<file path="src/rtl/oam_dma.sv">
// OAM sprite DMA: a CPU write to $4014 stalls the CPU and copies page {reg_data,00..ff} to $2004.
// Build option OAM_DMA_ALIGN_EN adds an ALIGN cycle so that every READ falls on a get cycle.
module oam_dma (
   input  logic        clk4,
   input  logic        n_reset,
   input  logic        cyc_en,
   input  logic        reg_wr,
   input  logic [7:0]  reg_data,
   input  logic        cpu_rw,
   input  logic [7:0]  data_in,
   output logic        rdy,
   output logic        active,
   output logic [15:0] addr,
   output logic [7:0]  data_out,
   output logic        rw
);

   typedef enum logic [2:0] {
      IDLE  = 3'd0,
      HALT  = 3'd1,
      ALIGN = 3'd2,
      READ  = 3'd3,
      WRITE = 3'd4
   } state_e;

   state_e      state_q, state_d;
   logic        parity_q, parity_d;
   logic [7:0]  page_q, page_d;
   logic [7:0]  cnt_q, cnt_d;
   logic [7:0]  data_d;
   logic        rdy_d, active_d, rw_d;
   logic [15:0] addr_d;

   // Next-state, page/count and latched-byte logic for the bus cycle now ending.
   always_comb begin
      state_d  = state_q;
      page_d   = page_q;
      cnt_d    = cnt_q;
      data_d   = data_out;
      parity_d = ~parity_q;
      case (state_q)
         IDLE: begin
            if (reg_wr) begin
               page_d  = reg_data;
               cnt_d   = 8'h00;
               state_d = HALT;
            end else begin
               state_d = IDLE;
            end
         end
         HALT: begin
            // A CPU write cycle cannot be stalled, so wait for a read cycle.
            if (cpu_rw) begin
`ifdef OAM_DMA_ALIGN_EN
               // parity_q=1 means the cycle about to start is a get cycle.
               if (parity_q) begin
                  state_d = READ;
               end else begin
                  state_d = ALIGN;
               end
`else
               state_d = READ;
`endif
            end else begin
               state_d = HALT;
            end
         end
`ifdef OAM_DMA_ALIGN_EN
         ALIGN: begin
            state_d = READ;
         end
`endif
         READ: begin
            data_d  = data_in;
            state_d = WRITE;
         end
         WRITE: begin
            cnt_d = cnt_q + 8'd1;
            if (cnt_q == 8'hff) begin
               state_d = IDLE;
            end else begin
               state_d = READ;
            end
         end
         default: begin
            state_d = IDLE;
         end
      endcase
   end

   // Bus outputs for the cycle about to start, decoded from its state.
   always_comb begin
      active_d = 1'b0;
      rw_d     = 1'b1;
      addr_d   = 16'h0000;
      case (state_d)
         READ: begin
            active_d = 1'b1;
            rw_d     = 1'b1;
            addr_d   = {page_d, cnt_d};
         end
         WRITE: begin
            active_d = 1'b1;
            rw_d     = 1'b0;
            addr_d   = 16'h2004;
         end
         default: begin
            active_d = 1'b0;
            rw_d     = 1'b1;
            addr_d   = 16'h0000;
         end
      endcase
      if (state_d == IDLE) begin
         rdy_d = 1'b1;
      end else begin
         rdy_d = 1'b0;
      end
   end

   // All state and outputs move only on bus-cycle boundaries.
   always_ff @(posedge clk4 or negedge n_reset) begin
      if (!n_reset) begin
         state_q  <= IDLE;
         parity_q <= 1'b0;
         page_q   <= 8'h00;
         cnt_q    <= 8'h00;
         data_out <= 8'h00;
         addr     <= 16'h0000;
         rw       <= 1'b1;
         active   <= 1'b0;
         rdy      <= 1'b1;
      end else if (cyc_en) begin
         state_q  <= state_d;
         parity_q <= parity_d;
         page_q   <= page_d;
         cnt_q    <= cnt_d;
         data_out <= data_d;
         addr     <= addr_d;
         rw       <= rw_d;
         active   <= active_d;
         rdy      <= rdy_d;
      end
   end

endmodule

</file>
<file path="config.mk">
export PLATFORM = sky130hd
export DESIGN_NAME = oam_dma
export DESIGN_NICKNAME = d
export VERILOG_FILES = /design/src/rtl/oam_dma.sv
export SDC_FILE = /design/constraint.sdc
export NUM_CORES = 1
export LEC_CHECK = 0
export ABC_AREA = 1
export CAP_MARGIN = 20
export CORE_MARGIN = 2
export CORE_UTILIZATION = 50
export DETAILED_ROUTE_END_ITERATION = 7
export DONT_BUFFER_PORTS = 1
export SLEW_MARGIN = 40
export SYNTH_ARGS = -nofsm -noshare
export SYNTH_HDL_FRONTEND = slang
export SYNTH_SLANG_ARGS = --single-unit
</file>
<file path="constraint.sdc">
create_clock -name clk4 -period 3.2 [get_ports clk4]
set_input_delay 0 -clock clk4 [delete_from_list [all_inputs] [get_ports clk4]]
set_output_delay 0 -clock clk4 [all_outputs]
set_load 0.1 [all_outputs]
</file>
==> results of run 1 <==
metal layers:
layer / GRT usage, % / up-vias
li1: - / 843
met1: 29.7 / 783
met2: 31.7 / 68
met3: 6.54 / 4
met4: 6.54 / 0
met5: 0 / -
final timing paths:
kind | to | slack, ns | start
worst max-delay path | addr[13]$_DFFE_PN0P_ | 1.66 | state_q[0]$_DFFE_PN0P_
worst min-delay path | rw$_DFFE_PN1P_ | 0.03 | cyc_en
worst max register to register | addr[13]$_DFFE_PN0P_ | 1.66 | state_q[0]$_DFFE_PN0P_
worst min register to register | page_q[4]$_DFFE_PN0P_ | 0.50 | page_q[4]$_DFFE_PN0P_
max in group asynchronous | rw$_DFFE_PN1P_ | 2.72 | n_reset
min in group asynchronous | addr[7]$_DFFE_PN0P_ | 0.20 | n_reset
report_power, final:
group          switching [mW]  leakage, nW  internal [mW]
Combinational           0.332        0.560          0.218
Clock                   0.195       0.0452          0.154
Sequential              0.871        0.564          0.770
Total                    1.40         1.17           1.14
through the flow:
step / util, % / std cells / power [mW]
3_5_place_dp: 53.9 / 292 / 2.14
2_1_floorplan: - / 248 / 2.03
6_report: 61.7 / 320 / 2.54
4_1_cts: 61.2 / 319 / 2.53
5_1_grt: 61.7 / 320 / 2.68
3_3_place_gp: 53.1 / 290 / 2.11
cell families (layout without fill, tap and decap cells):
group | after synthesis | in the layout
AO/OA/AOI/OAI | 32 | 32
XOR/XNOR | 1 | 1
adder cells (fa/ha/maj) | 1 | 1
buffers and inverters | 23 | 45
flip-flops | 46 | 46
multiplexers | 8 | 8
AND/OR/NAND/NOR | 137 | 137
critical path: cells and delay by family, from the launching register on:
family	cells	cell delay (ns)
buffers and inverters	1	0.23
and+or+nand+nor	5	0.64
DFF	1	0.47
AOI/OAI and AO/OA	1	0.13
cell type report:
cell class | count | area (sq um) | share of cell area, %
repair buffers | 22 | 238 | 9.50
clock inverters | 2 | 13.8 | 0.550
clock buffers | 6 | 72.6 | 2.90
multi-input cells | 179 | 877 | 35.0
well taps | 50 | 62.6 | 2.50
inverters | 15 | 61.3 | 2.45
flip-flops and latches | 46 | 1180 | 47.1
placed cells by master (no fill, tap or decap):
master,count
o21bai_1,1
nand4_2,1
nor2_2,1
nand4_1,5
dfrtp_1,24
dfstp_2,2
a21oi_1,3
mux2_2,8
nor2_1,28
o21ai_0,17
dlygate4sd3_1,17
clkinv_4,1
or2_1,1
clkbuf_1,2
o21ai_1,7
o22ai_1,2
clkinv_2,1
dfrtp_2,20
buf_16,2
a31oi_1,2
clkbuf_8,5
buf_1,1
or2_2,1
nor2_4,1
ha_1,1
inv_6,1
nand2_4,3
inv_1,11
inv_2,3
nand3_2,1
xor2_1,1
nor3_1,1
buf_2,1
nand3_1,14
nand2_1,80
repair_timing:
item | in CTS | in global routing
hold endpoints to repair | 88 | 0
hold buffers | 19 | 0
resized for setup | 0 | 0
state kept, by name, summed over array words and instances, names as in the netlist:
signal and count:
addr 16, cnt_q 8, data_out 8, page_q 8
state_q 3, active 1, rdy 1, rw 1
==> results.cfg, run 1 <==
[worst_setup_path]
path_cells = nor2_4 -> nand3_2 -> inv_2 -> nand2_1 -> nand2_1 -> nand2_1 -> a21oi_1
timing.critical_path.from_type = flop
setup.worst_path.end_class = flop
worst_path_arrival_time_ns = 1.76
critPathKind = flop to flop
critPathRequiredTime_ns = 3.42
timing.critical_path.mode_cell = nand2_1
cp_max_fo = 12
worst_path_largest_cell_delay_ns = 0.47
crit_slowest_cell = dfrtp_1
reg2regPathDepth = 7

[yosys]
synth_enable_flop_cells = 0
simple_gate_share_of_the_synthesized_area_pct = 27.9
synth.mux.area_fraction_pct = 4.20
synth.cells.most_frequent = nand2_1 (80), dfrtp_1 (44), nor2_1 (28)
yosysTopAreaCell = dfrtp_1
synth_ff_type = dfrtp_1
synth_top_family_by_area = simple AND/OR/NAND/NOR gates
syn_area_per_cell_sq_um = 8.64
synth.net_count = 270
synth-async-reset-ratio_pct = 100
post_synth_instance_area_sq_um = 2140
ys_types = 31
synth_most_common_cell = nand2_1
yosys.area_share.xor_xnor_pct = 0.409
synth_fa_ha_area_share_pct = 0.584
synth_top_cell_area_share_pct = 51.4
synth-seq-cells = 46
synth-seq-area-share_pct = 53.8
synth.yosys.warnings = 0
synthesis.instances = 248
synth-compound-area-share_pct = 7.82
netlist_top_cells_area = dfrtp_1 (51%), nand2_1 (14%), nor2_1 (4.9%)

[routing]
drt-initial-drc-count = 120
detail_route.wirelength_um = 4870
drt-met1-wl_um = 2210
wl_per_cell_um = 15.2
routed.top_layer = met4
detailroute.via_count = 1698
route.met3.wl_um = 363
final_antenna_net_count = 0
via_cell_ratio = 5.31
detailed_router_iteration_count_before_antenna_repair = 4
met2RoutedLength_um = 2250
remaining_drc_errors = 0

[timing]
finalClockSkew_ns = 0.0126
unrepaired_setup_endpoints_after_global_routing = false
maxSlewHeadroom_pct = 40.0
finalCritPeriodShare_pct = 48.2
timing.final.setup_violations = 0
final_hold_slack_ns = 0.0304
final.setup.worst_slack_ns = 1.66
final.setup.tns_ns = 0
drv_slew = 0
timing_hold_violations_final = 0
max_slew.worst_pin.slew_ns = 0.900
min_period_ns = 1.54
max_freq_ghz = 0.649

[die]
chipWidth_um = 69.5
die_y_extent_um = 69.5
initial_utilization_pct = 52.8
floorplan.core_area_sq_um = 4060
boundaryPins = 48
fp-row-count = 23
die_area_sq_um = 4830

[global_route]
grt_antenna_before_repair = 0
globalRouteOverflowTotal = 0
grt_first_pass_wirelength_um = 8170
grt_usage_pct = 21.2
grt_max_degree = 47
via_count_of_the_first_global_routing_pass = 1658

[placement]
io_buffers = 0
placement.cell_area_sq_um = 2190
place_ws_ns = 1.67
final_gp_congestion = 0.873
dp.final_hpwl_um = 3000

[clock_tree]
cts_tree = built
cts.clk_slew.worst_paths_ns = 0.08
cts_inserted_buffers = 5
cts_buffer_depth = 2
clk_latency_ns = 0.30
clockRootBuffer = clkbuf_8
postCtsSetupBuffers = 0
cts.htree.levels = 2
clock_sink_count = 46

[hold_path]
hold-path-cell-count = 3
worst_hold_path_type = input port to flop

[cells_and_area]
nFillCells = 351
drive_gt1_share_pct = 19.3
antenna_cells_inserted = 0
fin_area_sq_um = 2500
synth_to_layout_area_growth_pct = 16.8
fin_nets = 291

[power]
peakVddDrop_uv = 791
power.static_leakage_nw = 1.17
power_per_cell_area_nw_per_um2 = 1010

[job]
max_cap_violations = 0

[run_status]
run_status = finished, final reports clean
Note: power is estimated with default switching activity, not from simulation.
==> inputs of run 2 (changes only) <==
==> constraint.sdc (replaced) <==
create_clock -name clk4 -period 1.6 [get_ports clk4]
set_input_delay 0 -clock clk4 [delete_from_list [all_inputs] [get_ports clk4]]
set_output_delay 0 -clock clk4 [all_outputs]
set_load 0.1 [all_outputs]
==> results.cfg, run 2 (same netlist as run 1, synthesis figures left out) <==
[run_status]
run_status = complete, but fails checks
violated_checks = negative hold slack

[timing]
drv_slew = 0
unrepaired_setup_endpoints_after_global_routing = false
timing.final.setup_violations = 0
finalCritPeriodShare_pct = 89.9
max_slew.worst_pin.slew_ns = 0.409
min_period_ns = 1.44
max_freq_ghz = 0.695
timing_hold_violations_final = 29
finalClockSkew_ns = 0.00424
final.setup.tns_ns = 0
maxSlewHeadroom_pct = 72.7
final_hold_slack_ns = -0.202

[routing]
wl_per_cell_um = 13.2
detailroute.via_count = 1734
final_antenna_net_count = 0
detailed_router_iteration_count_before_antenna_repair = 4
detail_route.wirelength_um = 4510
remaining_drc_errors = 0
drt-initial-drc-count = 111
via_cell_ratio = 5.07

[worst_setup_path]
reg2reg_to = addr[2]$_DFFE_PN0P_
timing.critical_path.from_type = flop
reg2reg_setup_slack_ns = 0.16
critPathRequiredTime_ns = 1.82
worstReg2RegStart = cnt_q[0]$_DFFE_PN0P_
critPathKind = flop to flop
worst_path_arrival_time_ns = 1.66
cp_max_fo = 18
reg2regPathDepth = 8
setup.worst_path.end_class = flop

[cells_and_area]
nFillCells = 342
synth_to_layout_area_growth_pct = 23.8
layout_common_cells = nand2_1 (80), dfrtp_1 (44), buf_4 (29), nor2_1 (28), o21ai_0 (16)
final-seq-area_sq_um = 1150
drive_gt1_share_pct = 21.2
multi_input_area_sq_um = 883
antenna_cells_inserted = 0
fin_nets = 313
regMostFlops = addr
final_common_cell = nand2_1
largest_register_ffs = 16

[hold_path]
hold-path-cell-count = 1
hold_start = cyc_en
worst_hold_path_type = input port to flop
hold_path_end = cnt_q[6]$_DFFE_PN0P_

[die]
die_y_extent_um = 69.5
chipWidth_um = 69.5
initial_utilization_pct = 52.8
fp-row-count = 23
floorplan.core_area_sq_um = 4060
boundaryPins = 48
die_area_sq_um = 4830

[global_route]
grt_max_degree = 47
grt_first_pass_wirelength_um = 7960
via_count_of_the_first_global_routing_pass = 1748
grt_usage_pct = 20.3
grt_antenna_before_repair = 0
globalRouteOverflowTotal = 0

[power]
peakVddDrop_uv = 1720
power.static_leakage_nw = 1.34
total_power_mw = 5.43
power_per_cell_area_nw_per_um2 = 2040

[clock_tree]
cts_buffer_depth = 2
cts_inserted_buffers = 5
clock_sink_count = 46
cts.clk_slew.worst_paths_ns = 0.09
cts.htree.levels = 2
clockRootBuffer = clkbuf_8
postCtsSetupBuffers = 0
cts_tree = built
clk_latency_ns = 0.29
holdBufCountCts = 15

[placement]
dp.final_hpwl_um = 3080
io_buffers = 0
final_gp_congestion = 0.922

[job]
max_cap_violations = 0
==> run 2: cell types whose count changed in the layout (fill, tap and decap cells not counted), moves of 2 or more <==
cell | before | now
dfrtp_1 | 24 | 44
buf_4 | 0 | 29
dfrtp_2 | 20 | 0
clkbuf_8 | 5 | 7
dlygate4sd3_1 | 17 | 13
clkbuf_1 | 2 | 0
==> run 2: what timing repair did <==
action | in CTS | in global routing
gates resized for setup | 0 | 4
endpoints found under the hold margin | 88 | 26
setup endpoints to repair | 0 | 2
==> run 2: cell type report <==
cell class,count,area share [%]
Clock inverter,1,0.330
Timing Repair Buffer,44,14.6
Clock buffer,7,3.63
Tap cell,50,2.36
Inverter,15,2.31
Multi-Input combinational cell,179,33.3
Sequential cell,46,43.5
==> run 2: worst max path at each step <==
stage	startpoint	endpoint	slack, ns	cells after the start
finish	cnt_q[0]$_DFFE_PN0P_	addr[2]$_DFFE_PN0P_	0.16	8
global route	cnt_q[0]$_DFFE_PN0P_	addr[2]$_DFFE_PN0P_	0.02	8
CTS	state_q[2]$_DFFE_PN0P_	rdy$_DFFE_PN1P_	0.02	5
detailed placement	cnt_q[0]$_DFFE_PN0P_	addr[2]$_DFFE_PN0P_	0.18	8
global placement	cnt_q[0]$_DFFE_PN0P_	addr[2]$_DFFE_PN0P_	0.21	8
floorplan	cnt_q[0]$_DFFE_PN0P_	addr[4]$_DFFE_PN0P_	0.29	9
==> run 2: through the flow <==
step	instance area (sq um)	worst slack, ns	utilization, %	std cells
floorplan	2140	0.291	-	248
global placement	2370	0.212	58.5	319
detailed placement	2370	0.180	58.5	319
CTS	2650	0.0180	65.2	342
global route	2650	0.0160	65.4	342
finish	2650	0.162	65.4	342
==> run 2: power breakdown <==
part	switching (mW)	internal (mW)	total, mW
combinational	2.18	0.688	2.87
sequential	0.239	1.54	1.77
clock	0.388	0.396	0.784
total	2.81	2.62	5.43
==> run 2: per-layer routing <==
metal | part of all wire, % | global-route usage [%] | vias to the layer above
li1 | - | - | 888
met1 | 49 | 26.0 | 799
met2 | 46 | 34.0 | 41
met3 | 4.6 | 5.38 | 6
met4 | 1.1 | 6.10 | 0
met5 | 0 | 0 | -
==> run 2: critical path, stage by stage, from the launching register on <==
cell and delay, ns:
dfrtp_1 0.41, ha_1 0.22, nand2_1 0.12, nor2_2 0.06, nand2_1 0.10, nand2_4 0.06
nand2_4 0.18, nand2_1 0.09, a21oi_1 0.13
